[config.mk]
export PLATFORM = sky130hd
export DESIGN_NAME = irq_input_conditioner
export DESIGN_NICKNAME = d
export VERILOG_FILES = /design/src/rtl/irq_pkg.sv /design/src/rtl/irq_line_filter.sv /design/src/rtl/irq_input_conditioner.sv
export SDC_FILE = /design/constraint.sdc
export NUM_CORES = 1
export LEC_CHECK = 0
export BUFFER_PORTS_ARGS = -buffer_cell sky130_fd_sc_hd__buf_2
export CORE_MARGIN = 2
export CORE_UTILIZATION = 53
export DETAILED_ROUTE_END_ITERATION = 16
export PLACE_DENSITY_LB_ADDON = 0.15
export SLEW_MARGIN = 20
export SYNTH_ARGS = -nofsm -noshare
export SYNTH_HDL_FRONTEND = slang
export SYNTH_SLANG_ARGS = --single-unit
[constraint.sdc]
create_clock -name clk -period 2 [get_ports clk]
set_input_delay 0.6 -clock clk [delete_from_list [all_inputs] [get_ports clk]]
set_output_delay 0.6 -clock clk [all_outputs]
set_load 0.01 [all_outputs]
[src/rtl/irq_pkg.sv]
// Shared interrupt constants and index/width helpers used by the tile interrupt
// front end and the Dock interrupt router.
package irq_pkg;

    localparam int NUM_SLOTS_DEF       = 5;
    localparam int NUM_TILE_INT_CH_DEF = 2;

    // Flat bit position of a maskable INT channel within the per-slot vectors.
    function automatic int int_idx(input int slot, input int ch, input int num_ch);
        return slot * num_ch + ch;
    endfunction

    // Width of a down/up counter that must hold values 0..max_val (never zero width).
    function automatic int cnt_width(input int max_val);
        return (max_val < 1) ? 1 : $clog2(max_val + 1);
    endfunction

endpackage

[src/rtl/irq_line_filter.sv]
// One interrupt line: multi-flop synchroniser for an active-low async pin followed by
// a consecutive-cycle deglitch filter. f_nxt is the filter's next state so the caller
// can register its outputs in the same stage as the filter.
module irq_line_filter
    import irq_pkg::*;
#(
    parameter int SYNC_STAGES   = 2,
    parameter int FILTER_CYCLES = 4
) (
    input  logic clk,
    input  logic rst_n,
    input  logic pin_n,
    output logic f_nxt
);

    localparam int CW = cnt_width(FILTER_CYCLES);

    logic [SYNC_STAGES-1:0] sync_q, sync_d;
    logic                   s;
    logic                   f_q, f_d;
    logic [CW-1:0]          cnt_q, cnt_d;

    always_comb begin
        sync_d = {sync_q[SYNC_STAGES-2:0], pin_n};
        s      = ~sync_q[SYNC_STAGES-1];
        f_d    = f_q;
        cnt_d  = '0;
        if (FILTER_CYCLES == 0) begin
            f_d = s;
        end else if (s != f_q) begin
            // The cycle that completes the stable run flips f; the counter restarts at 0.
            if (cnt_q == CW'(FILTER_CYCLES - 1)) begin
                f_d = s;
            end else begin
                cnt_d = cnt_q + 1'b1;
            end
        end
    end

    always_ff @(posedge clk or negedge rst_n) begin
        if (!rst_n) begin
            sync_q <= '1;
            f_q    <= 1'b0;
            cnt_q  <= '0;
        end else begin
            sync_q <= sync_d;
            f_q    <= f_d;
            cnt_q  <= cnt_d;
        end
    end

    assign f_nxt = f_d;

endmodule

[src/rtl/irq_input_conditioner.sv]
// Dock-side tile interrupt front end: sync + deglitch every INT/NMI pin, gate by slot
// presence, stretch NMI pulses. Optional sticky status under `define IRQ_INPUT_STATUS_EN.
module irq_input_conditioner
    import irq_pkg::*;
#(
    parameter int NUM_SLOTS       = NUM_SLOTS_DEF,
    parameter int NUM_TILE_INT_CH = NUM_TILE_INT_CH_DEF,
    parameter int SYNC_STAGES     = 2,
    parameter int FILTER_CYCLES   = 4,
    parameter int NMI_HOLD_CYCLES = 16
) (
    input  logic                                 clk,
    input  logic                                 rst_n,
    input  logic [NUM_SLOTS*NUM_TILE_INT_CH-1:0] tile_int_n,
    input  logic [NUM_SLOTS-1:0]                 tile_nmi_n,
    input  logic [NUM_SLOTS-1:0]                 slot_present,
`ifdef IRQ_INPUT_STATUS_EN
    input  logic [NUM_SLOTS-1:0]                 status_clr,
    output logic [NUM_SLOTS*NUM_TILE_INT_CH-1:0] int_seen,
    output logic [NUM_SLOTS-1:0]                 nmi_seen,
`endif
    output logic [NUM_SLOTS*NUM_TILE_INT_CH-1:0] tile_int_req,
    output logic [NUM_SLOTS-1:0]                 tile_nmi_req
);

    localparam int NI = NUM_SLOTS * NUM_TILE_INT_CH;
    localparam int HW = cnt_width(NMI_HOLD_CYCLES - 1);

    logic [NI-1:0]        f_int_nxt;
    logic [NUM_SLOTS-1:0] f_nmi_nxt;

    logic [NI-1:0]        int_req_q, int_req_d;
    logic [NUM_SLOTS-1:0] nmi_req_q, nmi_req_d;
    logic [NUM_SLOTS-1:0] nmi_qual_q, nmi_qual_d;
    logic [NUM_SLOTS-1:0] nmi_edge;
    logic [HW-1:0]        hold_q [NUM_SLOTS];
    logic [HW-1:0]        hold_d [NUM_SLOTS];

    genvar gs, gc;
    generate
        for (gs = 0; gs < NUM_SLOTS; gs++) begin : g_slot
            for (gc = 0; gc < NUM_TILE_INT_CH; gc++) begin : g_int
                localparam int IDX = int_idx(gs, gc, NUM_TILE_INT_CH);
                irq_line_filter #(
                    .SYNC_STAGES  (SYNC_STAGES),
                    .FILTER_CYCLES(FILTER_CYCLES)
                ) u_int_filt (
                    .clk  (clk),
                    .rst_n(rst_n),
                    .pin_n(tile_int_n[IDX]),
                    .f_nxt(f_int_nxt[IDX])
                );
            end
            irq_line_filter #(
                .SYNC_STAGES  (SYNC_STAGES),
                .FILTER_CYCLES(FILTER_CYCLES)
            ) u_nmi_filt (
                .clk  (clk),
                .rst_n(rst_n),
                .pin_n(tile_nmi_n[gs]),
                .f_nxt(f_nmi_nxt[gs])
            );
        end
    endgenerate

    always_comb begin
        int_req_d  = '0;
        nmi_req_d  = '0;
        nmi_qual_d = f_nmi_nxt & slot_present;
        nmi_edge   = nmi_qual_d & ~nmi_qual_q;
        hold_d     = hold_q;
        for (int s = 0; s < NUM_SLOTS; s++) begin
            for (int c = 0; c < NUM_TILE_INT_CH; c++) begin
                int_req_d[int_idx(s, c, NUM_TILE_INT_CH)] =
                    f_int_nxt[int_idx(s, c, NUM_TILE_INT_CH)] & slot_present[s];
            end
            // Reload beats both expiry and the absent-slot clear.
            if (nmi_edge[s]) begin
                hold_d[s] = HW'(NMI_HOLD_CYCLES - 1);
            end else if (!slot_present[s]) begin
                hold_d[s] = '0;
            end else if (hold_q[s] != '0) begin
                hold_d[s] = hold_q[s] - 1'b1;
            end
            nmi_req_d[s] = slot_present[s] & (nmi_qual_d[s] | (hold_q[s] != '0));
        end
    end

    always_ff @(posedge clk or negedge rst_n) begin
        if (!rst_n) begin
            int_req_q  <= '0;
            nmi_req_q  <= '0;
            nmi_qual_q <= '0;
            for (int s = 0; s < NUM_SLOTS; s++) begin
                hold_q[s] <= '0;
            end
        end else begin
            int_req_q  <= int_req_d;
            nmi_req_q  <= nmi_req_d;
            nmi_qual_q <= nmi_qual_d;
            hold_q     <= hold_d;
        end
    end

    assign tile_int_req = int_req_q;
    assign tile_nmi_req = nmi_req_q;

`ifdef IRQ_INPUT_STATUS_EN
    logic [NI-1:0]        int_clr;
    logic [NI-1:0]        int_seen_q, int_seen_d;
    logic [NUM_SLOTS-1:0] nmi_seen_q, nmi_seen_d;

    // Sticky bits catch the output 0->1 transition; a same-cycle set beats the clear.
    always_comb begin
        int_clr = '0;
        for (int s = 0; s < NUM_SLOTS; s++) begin
            for (int c = 0; c < NUM_TILE_INT_CH; c++) begin
                int_clr[int_idx(s, c, NUM_TILE_INT_CH)] = status_clr[s];
            end
        end
        int_seen_d = (int_seen_q & ~int_clr) | (int_req_d & ~int_req_q);
        nmi_seen_d = (nmi_seen_q & ~status_clr) | (nmi_req_d & ~nmi_req_q);
    end

    always_ff @(posedge clk or negedge rst_n) begin
        if (!rst_n) begin
            int_seen_q <= '0;
            nmi_seen_q <= '0;
        end else begin
            int_seen_q <= int_seen_d;
            nmi_seen_q <= nmi_seen_d;
        end
    end

    assign int_seen = int_seen_q;
    assign nmi_seen = nmi_seen_q;
`endif

endmodule

==> results.md <==
Global route:
- The number of antenna violations at the first check in global routing came to 0.
- The total track usage is 15.89%.
- Entering global routing, the biggest net connects 77 pins.
- The wire length of the first global-routing pass is 12.42 mm.
- The number of global-route vias before repair is 2923.
- Global routing finished with a remaining overflow of 0.

Cells and area:
- In the layout the commonest cells are dfrtp_1 (100), inv_1 (39), buf_2 (35).
- The share of final-layout standard cells stronger than drive strength 1 is 26.50%.
- The library cell used most frequently in the layout, excluding fill and tap cells, is dfrtp_1.
- The layout has 714 filler cells.
- The net count of the finished layout is 463.
- 0 antenna diodes ended up in the layout.
- The area overhead of the layout relative to synthesis is 17.87%.

Timing:
- Dividing the final minimum period by the clock period gives 81.19%.
- Setup repair after global routing left no endpoint under its margin.
- Static timing analysis puts the maximum clock frequency at 615.8 MHz.
- The worst pin sits at a relative slew slack of 70.55%.
- The number of pins with negative max-slew slack in the final report is 0.
- Clock skew on the completed layout was measured at 0.005693 ns.
- The smallest clock period supported by the final layout is computed as 1.624 ns.
- For the pin with the worst max-slew slack, the measured transition is 0.4371 ns.
- The number of failing hold endpoints at the final stage came to 0.
- The final sum of negative setup slack is 0 ns.
- The count of endpoints failing setup in the final report is 0.

Clock network:
- The post-CTS repair timing setup buffer count is 0.
- The H-tree was split into 4 levels.
- Gates resized during post-CTS repair numbered 0.
- TritonCTS built the clock tree.
- In this run, CTS created clock tree buffers numbering 17.
- For this design, the sink count on the clock tree is 130.
- Clock-pin slew was measured on the worst setup and hold paths at 0.06 ns.
- The cell chosen for the clock root is clkbuf_8.
- For this design, the CTS-stage hold fixing added 0 buffers.
- The maximum buffer depth of the clock tree is 2.
- The source-to-sink clock delay at the later pin of the worst-skew pair is 0.52 ns.

Placed design:
- The placed wire-length estimate is 4.666 mm.
- The routability congestion estimate from global placement is 0.7671.
- Buffers placed on the I/O ports in this run total 36.

Routing:
- The aggregate routed wire length is 6.977 mm.
- Using the TritonRoute via totals, the vias-per-cell ratio works out to 5.114.
- The residual DRC count is 0.
- Dividing the detail-routed wire length by the instance count gives 12.80 um.
- The number of routed nets with antenna violations is 0.
- Across all layers, the routed design uses 2787 vias.
- For this run, the detailed router's first-pass iteration total came to 4.
- The DRC violation total after the first TritonRoute iteration is 56.

Critical path:
- The critical path in this run is classified as reg2out.
- The slowest stage of the critical path is the dfrtp_1 cell.
- For the worst setup path, the data required time is 1.40 ns.
- Walking the worst path, the cells encountered are buf_2.
- The kind of cell with the highest combined delay along the critical path is flip-flops.
- Counting cells, the worst reg-to-reg path comes to 4.
- Together, buffers and inverters on the worst path number 1.
- The maximum fanout count along the critical path is 1.
- STA classifies the critical path endpoint as an output port.
- The worst setup path is launched from a flip-flop.
- The critical path data arrival time is 1.02 ns.
- In this run the number of cells on the critical path is 1.
- On the worst path, the slowest cell contributes a delay of 0.37 ns.

Yosys:
- The share of synthesized area in the top cell type comes to 49.85%.
- The cell area after technology mapping is 5020 um^2.
- The count of different cell masters after synthesis is 26.
- The total number of yosys warnings is 0.
- The gate count after technology mapping is 364.
- The average footprint of a synthesized cell is 13.79 um^2.
- Of all cell types, the one taking the most synthesized area is dfrtp_1.
- Synthesis produced a netlist with a net count of 406.
- In the post-synthesis netlist, the biggest area contributors are dfrtp_1 (50%), dfstp_2 (16%), ha_1 (5.0%).
- The synthesis-stage register bit count is 130.
- The post-synthesis sequential area ratio is 65.55%.

Power and ir drop:
- Total power for the finished layout comes to 8795 uW.
- The leakage dissipation is 0.002800 uW.
- The peak supply drop is 0.0009694 V.
- The areal power density over the cells is 1486 nW/um^2.

Worst hold path:
- The worst hold path class is in2async.

Floorplanning:
- For this design the top-level I/O count stands at 37.
- The die width is 101.3 um.
- The effective utilization at floorplan is 54.59%.
- Measured along the y axis, the die boundary spans 101.3 um.
- The initialized floorplan defines 35 standard-cell rows.
- The die covers 10270 um^2.
- The region available for standard cell placement spans 9196 um^2.

Run status:
- The flow ran to the end, and the final reports show no timing, DRC or antenna violations.

Run:
- Across the run, the number of max-cap violations was 0.
[per-layer routing]
layer / track usage (%) / up-vias / routed length [um]
li1: - / 1358 / -
met1: 18.69 / 1367 / 3144
met2: 25.27 / 44 / 3377
met3: 5.935 / 18 / 309
met4: 8.940 / 0 / 145
met5: 0 / - / 0
[per-stage QoR]
step / hold slack, ns / cells / area, um^2 / utilization (%) / setup slack [ns]
finish: 0.08162 / 545 / 5917 / 64.34 / 0.3762
global route: 0.08052 / 545 / 5917 / 64.34 / 0.3331
CTS: 0.07209 / 545 / 5917 / 64.34 / 0.3508
detailed placement: 0.3469 / 513 / 5381 / 58.52 / 0.5337
global placement: 0.3454 / 513 / 5381 / 58.52 / 0.6522
floorplan: 0.3044 / 364 / 5020 / - / 0.6980
[power by group]
| part | internal, uW | leakage, uW | switching (uW) |
|---|---|---|---|
| Clock | 1650 | 0.000263 | 1080 |
| Sequential | 3400 | 0.00159 | 457 |
| Combinational | 1070 | 0.000947 | 1140 |
[final timing paths]
path	end	startpoint	slack, ns
setup / recovery	tile_nmi_req[0]	tile_nmi_req[0]	0.38
hold / removal	g_slot[1].g_int[0].u_int_filt.cnt_q[0]	rst_n	0.08
setup reg to reg	hold_q[5]	g_slot[3].u_nmi_filt.cnt_q[0]	0.54
hold reg to reg	g_slot[4].g_int[0].u_int_filt.sync_q[1]	g_slot[4].g_int[0].u_int_filt.sync_q[0]	0.35
max in group asynchronous	g_slot[4].u_nmi_filt.sync_q[1]	rst_n	1.53
min in group clk	g_slot[3].g_int[1].u_int_filt.sync_q[0]	tile_int_n[7]	0.18
[sequential cells by signal, summed over array words and instances (netlist names)]
name                            count
nmi_qual_q                          5
g_slot.u_nmi_filt.sync_q           10
g_slot.u_nmi_filt.f_q               5
g_slot.g_int.u_int_filt.sync_q     20
g_slot.g_int.u_int_filt.cnt_q      30
hold_q                             20
tile_nmi_req                        5
g_slot.u_nmi_filt.cnt_q            15
tile_int_req                       10
g_slot.g_int.u_int_filt.f_q        10
[Yosys cell counts]
cell type / count
nand2b_1: 2
o21ai_2: 5
nor2b_4: 2
nor3_1: 18
xnor2_1: 10
nor3b_4: 5
nand3b_1: 5
nand3_1: 5
mux2i_1: 15
o2111ai_1: 2
o31ai_1: 5
dfrtp_1: 100
nor2b_2: 3
nor3b_1: 28
inv_1: 39
and2b_1: 8
a21oi_1: 5
o2111ai_2: 3
nor2_1: 13
xor2_1: 15
ha_1: 20
o21ai_0: 10
and2_1: 10
o311ai_0: 5
dfstp_2: 30
and3_1: 1
[logic make-up (layout without fill, tap and decap cells)]
family / Yosys count / after routing / share of synthesized area, %
DFF: 130 / 130 / 65.55
muxes: 15 / 15 / 2.991
xor gates and xnor gates: 25 / 25 / 4.362
buffers and inverters: 39 / 109 / 2.916
adders and majority gates: 20 / 20 / 4.985
AOI/OAI and AO/OA: 35 / 35 / 5.234
and+or+nand+nor: 100 / 100 / 13.96
[cell type report]
cell class | count | area (um^2) | area share, %
Clock buffer | 20 | 425.4 | 7.190
Clock inverter | 12 | 110.1 | 1.861
Inverter | 39 | 146.4 | 2.474
Multi-Input combinational cell | 195 | 1583 | 26.75
Sequential cell | 130 | 3291 | 55.61
Tap cell | 111 | 138.9 | 2.347
Timing Repair Buffer | 38 | 222.7 | 3.764
(Power assumes the default switching activity.)
